<file path="src/rtl/component_pkg.sv">
// Shared helpers for the component_* buffering blocks: log2 sizing and
// pointer-width derivation for wrap-bit FIFO pointers.
package component_pkg;

  function automatic int clog2(input int value);
    int result;
    result = 0;
    while ((1 << result) < value) result++;
    return result;
  endfunction

  // Pointer carries one extra wrap bit above the address bits.
  function automatic int ptr_width(input int depth);
    return clog2(depth) + 1;
  endfunction

  function automatic bit is_pow2(input int value);
    return (value >= 2) && ((value & (value - 1)) == 0);
  endfunction

endpackage

</file>
<file path="src/rtl/component_fifo_mem.sv">
// Two-port register array: synchronous write, asynchronous read, cleared on reset
// so the read port shows zero until the first write lands.
module component_fifo_mem #(
  parameter int WIDTH = 1,
  parameter int DEPTH = 4,
  parameter int AW    = 2
) (
  input  logic             clk,
  input  logic             rst,
  input  logic             we,
  input  logic [AW-1:0]    waddr,
  input  logic [WIDTH-1:0] wdata,
  input  logic [AW-1:0]    raddr,
  output logic [WIDTH-1:0] rdata
);

  logic [WIDTH-1:0] mem [DEPTH];

  always_ff @(posedge clk) begin
    if (rst) begin
      for (int i = 0; i < DEPTH; i++) mem[i] <= '0;
    end else if (we) begin
      mem[waddr] <= wdata;
    end
  end

  assign rdata = mem[raddr];

endmodule

</file>
<file path="src/rtl/component_fifo.sv">
// First-word-fall-through FIFO feeding the component_flop capture stage;
// status outputs are derived from registered pointers only.
module component_fifo
  import component_pkg::*;
#(
  parameter int WIDTH = 1,
  parameter int DEPTH = 4
) (
  input  logic                   clk,
  input  logic                   rst,
  input  logic                   wr_valid,
  input  logic [WIDTH-1:0]       wr_data,
  output logic                   wr_ready,
  output logic                   rd_valid,
  output logic [WIDTH-1:0]       rd_data,
  input  logic                   rd_ready,
  output logic [clog2(DEPTH):0]  count,
  output logic                   full,
  output logic                   empty,
  output logic                   overflow
);

  localparam int AW = clog2(DEPTH);
  localparam int PW = ptr_width(DEPTH);
  localparam logic [PW-1:0] PTR_ONE = PW'(1);

  if (!is_pow2(DEPTH)) begin : g_bad_depth
    $error("component_fifo: DEPTH must be a power of two and at least 2");
  end
  if (WIDTH < 1) begin : g_bad_width
    $error("component_fifo: WIDTH must be at least 1");
  end

  logic [PW-1:0] wp;
  logic [PW-1:0] rp;
  logic          full_i;
  logic          empty_i;
  logic          push;
  logic          pop;
  logic          ovf_q;

  // Same slot with opposite wrap bits means the writer has lapped the reader.
  assign full_i  = (wp[AW] != rp[AW]) && (wp[AW-1:0] == rp[AW-1:0]);
  assign empty_i = (wp == rp);

  // A write while full is refused even if a pop frees a slot this cycle.
  assign push = wr_valid && !full_i;
  assign pop  = rd_ready && !empty_i;

  always_ff @(posedge clk) begin
    if (rst) begin
      wp    <= '0;
      rp    <= '0;
      ovf_q <= 1'b0;
    end else begin
      if (push) wp <= wp + PTR_ONE;
      if (pop)  rp <= rp + PTR_ONE;
      ovf_q <= wr_valid && full_i;
    end
  end

  component_fifo_mem #(
    .WIDTH (WIDTH),
    .DEPTH (DEPTH),
    .AW    (AW)
  ) u_mem (
    .clk   (clk),
    .rst   (rst),
    .we    (push),
    .waddr (wp[AW-1:0]),
    .wdata (wr_data),
    .raddr (rp[AW-1:0]),
    .rdata (rd_data)
  );

  assign count    = wp - rp;
  assign full     = full_i;
  assign empty    = empty_i;
  assign wr_ready = !full_i;
  assign rd_valid = !empty_i;
  assign overflow = ovf_q;

endmodule

</file>
<file path="config.mk">
export PLATFORM = sky130hd
export DESIGN_NAME = component_fifo
export DESIGN_NICKNAME = d
export VERILOG_FILES = /design/src/rtl/component_pkg.sv /design/src/rtl/component_fifo_mem.sv /design/src/rtl/component_fifo.sv
export SDC_FILE = /design/constraint.sdc
export NUM_CORES = 1
export LEC_CHECK = 0
export ABC_AREA = 1
export CAP_MARGIN = 30
export CORE_UTILIZATION = 35
export CTS_BUF_LIST = sky130_fd_sc_hd__clkbuf_2
export DETAILED_ROUTE_END_ITERATION = 16
export SLEW_MARGIN = 20
export SYNTH_ARGS = -nofsm -noshare
export SYNTH_HDL_FRONTEND = slang
export SYNTH_SLANG_ARGS = --single-unit
</file>
<file path="constraint.sdc">
create_clock -name clk -period 4.05 [get_ports clk]
set_input_delay 0.405 -clock clk [delete_from_list [all_inputs] [get_ports clk]]
set_output_delay 0.405 -clock clk [all_outputs]
set_load 0.01 [all_outputs]
</file>
==> results of run 1 <==
cell usage after synthesis:
master    instances  share of area
nor2_2            1         0.0085
inv_1            16          0.081
nand3_2           1          0.014
nand2_2           3          0.025
edfxtp_1          4           0.16
nand2_1          19          0.096
nor2_1            3          0.015
xor2_1            1          0.012
nand3_1           5          0.034
nand3_4           3          0.071
a32oi_1           1          0.012
o21ai_1           2          0.014
nand2_4           1          0.015
o21ai_0           1         0.0068
dfxtp_1           9           0.24
fa_1              1          0.027
inv_2             1         0.0051
o21ai_2           2          0.024
ha_1              4          0.068
nor3_1            5          0.034
a21oi_1           5          0.034
path summary, 6_finish.rpt:
kind | cells past startpoint | end | slack, ps | from
setup / recovery | 5 | count[2] | 1600 | wp[0]
hold / removal | 2 | wp[2] | 520 | wp[2]
hold reg to reg | 2 | wp[2] | 520 | wp[2]
setup reg to reg | 9 | u_mem.mem[3] | 2330 | wp[0]
critical path, delay by kind of cell, from the launching register on:
| kind | cells | cell delay [ps] |
|---|---|---|
| buffers and inverters | 2 | 660 |
| adders and majority gates | 2 | 610 |
| DFF | 1 | 360 |
| xor gates and xnor gates | 1 | 150 |
through the flow:
stage | setup slack (ps) | power, mW | hold slack, ps
final | 1600 | 0.334 | 522
after global routing | 1470 | 0.361 | 565
after CTS | 1590 | 0.338 | 524
after detailed placement | 1910 | 0.267 | 504
after global placement | 1930 | 0.266 | 497
after floorplan | 2420 | 0.217 | 471
kinds of logic (layout without fill, tap and decap cells):
group,after synthesis,after routing,synth area share
flops,13,13,0.405
fa+ha+maj,5,5,0.0946
xor+xnor,1,1,0.0118
buf+inv,17,34,0.0861
simple gates,41,41,0.312
compound gates,11,11,0.0895
layout make-up:
cell class,instances,area [sq um]
clock buffers,4,20.0
fillers,198,1060
inverters,17,63.8
multi-input cells,58,377
flip-flops and latches,13,300
well taps,27,33.8
repair buffers,13,130
power by group through the flow:
stage / logic [mW] / clock network (mW) / registers (mW)
after CTS: 0.112 / 0.0732 / 0.152
after global routing: 0.125 / 0.0825 / 0.154
final: 0.110 / 0.0722 / 0.152
after detailed placement: 0.112 / 0 / 0.155
after floorplan: 0.0637 / 0 / 0.153
after global placement: 0.112 / 0 / 0.155
cell usage in the layout (no fill, tap or decap), types with 2 or more instances in the layout:
| master | count |
|---|---|
| nor3_1 | 5 |
| ha_1 | 4 |
| a21oi_1 | 5 |
| nand2_2 | 3 |
| nand2_1 | 19 |
| edfxtp_1 | 4 |
| nand3_1 | 5 |
| inv_1 | 16 |
| clkbuf_2 | 4 |
| nand3_4 | 3 |
| o21ai_1 | 2 |
| dfxtp_1 | 9 |
| o21ai_2 | 2 |
| clkdlybuf4s50_1 | 13 |
| nor2_1 | 3 |
layer usage:
layer | vias to the layer above | global-route usage | routed length (um)
met3 | 2 | 0.0453 | 56
met2 | 11 | 0.211 | 652
met5 | - | 0 | 0
met1 | 271 | 0.203 | 639
li1 | 320 | - | -
met4 | 0 | 0.0833 | 11
==> out/results.ini, run 1 <==
[run_status]
status = complete, no violations

[synth]
syn_avg_cell_area_sq_um = 8.42
ys_ff_latch = 13
yosys_warnings = 0
syn_area_sq_um = 741
syn-num-nets = 98
ys_types = 21
synthCells = 88
yosysSeqAreaShare = 0.405

[floorplanning]
fp-row-count = 16
start_util = 0.374
die_area_sq_mm = 0.00230
die_w_um = 48.0
core_area_sq_mm = 0.00198
boundaryPins = 14
die_h_um = 48.0

[cts]
cts_tree = done
cts_buffers = 3
cts_root_buf = clkbuf_2
clk_pin_slew_ps = 140
cts_resized = 0
postCtsSetupRepairBufs = 0
clockBufferDepth = 2
hold_buffers = 0
cts_sinks = 13
clock_latency_ps = 280
htree_num_levels = 1

[routing]
antenna_left = 0
routed_wl_um = 1360
drt_drc_violations_left = 0
routedWlPerCell_um = 10.3
vias = 604
vias_per_cell = 4.58
drtIter0Drc = 9
firstDrtPassIters = 4

[timing]
worst_slew_pin_slew_ps = 304
rsz0062_at_grt = false
skew_ps = 9.62
slew_headroom = 0.797
finalSetupTns_ps = 0
drv_slew = 0
finalSetupViolations = 0
hold_violations = 0
fmax_ghz = 0.408
finalCritPeriodShare = 0.606
min_period_ps = 2450

[hold_path]
hp-class = reg2reg

[worst_setup_path]
worstSetupPathType = reg2out
cp_slowest_stage_delay_ps = 540
cp-start-kind = flip-flop
endpoint_kind = output pin
critPathMaxFanout = 5
cp_slowest_cell = clkdlybuf4s50_1
cp_cell_sequence = inv_1 > ha_1 > fa_1 > xor2_1 > clkdlybuf4s50_1
critPathArrivalTime_ps = 2050
required_ps = 3640

[global_route]
grt_pass1_vias = 517
grt_max_degree = 9
antenna_found_initial = 0
grt_usage = 0.150
grt_overflow_total = 0
grt_first_pass_wirelength_um = 2290

[pwr]
p_clk_frac = 0.216
leakage_nw = 0.410
power_frac_comb = 0.330
switchingPower_mw = 0.110
ir_worst_vdd_uv = 132
internal_power_mw = 0.225
switching_share = 0.328
powerDensity_mw_per_mm2 = 362
seqPwrFrac = 0.454

[job]
drv_cap = 0

[layout]
syn_to_final_growth_pct = 24.8
diodes = 0
final_cells = 132
design_area_sq_um = 925
fin_util = 0.467
nets = 116
drive_above_1_share = 0.152

[place]
placed_cell_area_sq_um = 905
port_buffers = 13
dp_hpwl_um = 1060
dp.cells = 128
place_congestion = 0.816

(Power assumes the default switching activity.)
==> inputs of run 2 (changes only) <==
- clock period: 4.05 -> 2.4 ns (I/O delays scaled with it)
==> run 2 against run 1 <==
  * Sequential power is 68% higher
  * Clock skew is 5.2 ps lower
  * Clock-buffer cell count did not move
  * Power is 68% higher
  * Design area is 1.9% higher
  * Non-clock buffer count grew 2
==> out/results.ini, run 2 (same netlist as run 1, synthesis figures left out) <==
[layout]
multi_input_area_sq_um = 377  ; unchanged
fillerInstances = 199  ; +0.51%
final_common_cell = nand2_1
fin_util = 0.475  ; +0.00884
regArea_sq_um = 300  ; unchanged
nets = 118  ; +1.7%
diodes = 0  ; unchanged
layout_common_cells = 19 x nand2_1, 16 x inv_1, 12 x clkdlybuf4s50_1
design_area_sq_um = 942  ; +1.9%
drive_above_1_share = 0.168  ; +0.0158
syn_to_final_growth_pct = 27.2

[global_route]
grt_pass1_vias = 517  ; unchanged
grt.busiest_layer = met2
antenna_found_initial = 0  ; unchanged
gr-usage-met3 = 0.0453  ; unchanged
grt_usage = 0.150  ; unchanged
grt_first_pass_wirelength_um = 2290  ; unchanged
grtUsageMet1 = 0.203  ; unchanged
grt_max_degree = 9  ; unchanged
grt_overflow_total = 0  ; unchanged
grt_util_met2 = 0.211  ; unchanged

[timing]
finalCritPeriodShare = 0.952
hold_violations = 0  ; unchanged
drv_slew = 0  ; unchanged
worst_slew_pin_slew_ps = 298  ; -5.69 ps
slew_headroom = 0.801  ; +0.00381
finalSetupTns_ps = 0  ; unchanged
skew_ps = 4.44  ; -5.18 ps
fmax_ghz = 0.438
finalSetupViolations = 0  ; unchanged
worst_hold_slack_ps = 521  ; -0.778 ps
rsz0062_at_grt = false
layout_setup_ws_ps = 116  ; -1480 ps
min_period_ps = 2280

[floorplanning]
start_util = 0.374  ; unchanged
boundaryPins = 14  ; unchanged
die_h_um = 48.0  ; unchanged
fp-row-count = 16  ; unchanged
die_area_sq_mm = 0.00230  ; unchanged
die_w_um = 48.0  ; unchanged
core_area_sq_mm = 0.00198  ; unchanged

[job]
drv_cap = 0  ; unchanged

[cts]
htree_num_levels = 1  ; unchanged
clk_pin_slew_ps = 140  ; about the same
clock_latency_ps = 270  ; about the same
cts_root_buf = clkbuf_2
cts_tree = done
hold_buffers = 0  ; unchanged
clockBufferDepth = 2  ; unchanged
cts_sinks = 13  ; unchanged
cts_buffers = 3  ; unchanged

[routing]
vias = 614  ; +1.7%
routed_wl_um = 1370  ; +0.59%
vias_per_cell = 4.58  ; +0.14%
routedWlPerCell_um = 10.2  ; -0.91%
firstDrtPassIters = 4  ; unchanged
drt_drc_violations_left = 0  ; unchanged
drtIter0Drc = 10  ; +1
antenna_left = 0  ; unchanged

[worst_setup_path]
critPathMaxFanout = 5  ; unchanged
worstSetupPathType = reg2out
required_ps = 2160  ; -1480 ps
cp-start-kind = flip-flop
endpoint_kind = output pin
critPathArrivalTime_ps = 2040  ; about the same

[run_status]
status = complete, no violations

[hold_path]
hp-class = reg2reg

[place]
port_buffers = 13  ; unchanged
placed_cell_area_sq_um = 905  ; unchanged
dp_hpwl_um = 1060  ; unchanged
place_congestion = 0.816  ; unchanged
dp_slack_ps = 430  ; -1490 ps

[pwr]
powerDensity_mw_per_mm2 = 596  ; +65%
leakage_nw = 0.426  ; +3.8%
ir_worst_vdd_uv = 222  ; +68%

-- run 2: changes by cell type in the layout (fill, tap and decap cells not counted), sizes merged --
| cell | previous run | this run |
|---|---|---|
| buf | 0 | 2 |
| clkdlybuf4s50 | 13 | 12 |
| dlymetal6s2s | 0 | 1 |
-- run 2: final timing paths --
check	startpoint	slack, ps	depth (start not counted)	end
hold reg to reg	wp[2]	520	2	wp[2]
hold / removal	wp[2]	520	2	wp[2]
setup / recovery	wp[0]	120	5	count[2]
setup reg to reg	wp[0]	630	9	u_mem.mem[3]
-- run 2: timing repair --
| action | 4_1_cts | 5_1_grt |
|---|---|---|
| setup buffers | 0 | 2 |
| resized for setup | 0 | 1 |
| setup endpoints to repair | 0 | 1 |
-- run 2: metrics by stage --
stage / power (mW) / cells
after floorplan: 0.366 / 88
after global placement: 0.450 / 128
after detailed placement: 0.450 / 128
after CTS: 0.570 / 132
after global routing: 0.608 / 134
final: 0.562 / 134
-- run 2: metal layers --
metal  wire, um  vias up
met4         11        0
li1           -      325
met1        636      278
met5          0        -
met2        665        9
met3         52        2
-- run 2: critical path, stage by stage, from the launching register on --
cell             delay, ps
dfxtp_1                360
inv_1                  120
ha_1                   220
fa_1                   390
xor2_1                 150
clkdlybuf4s50_1        540
-- run 2: power by group --
group          internal, mW  switching, mW
Combinational        0.0908         0.0955
Sequential            0.244         0.0122
Clock                0.0442         0.0752
Total                 0.379          0.183
-- run 2: area by class of cell --
type / instances / area share
clock buffers: 4 / 0.0212
inverters: 17 / 0.0677
multi-input cells: 58 / 0.400
flip-flops and latches: 13 / 0.319
well taps: 27 / 0.0359
repair buffers: 15 / 0.157
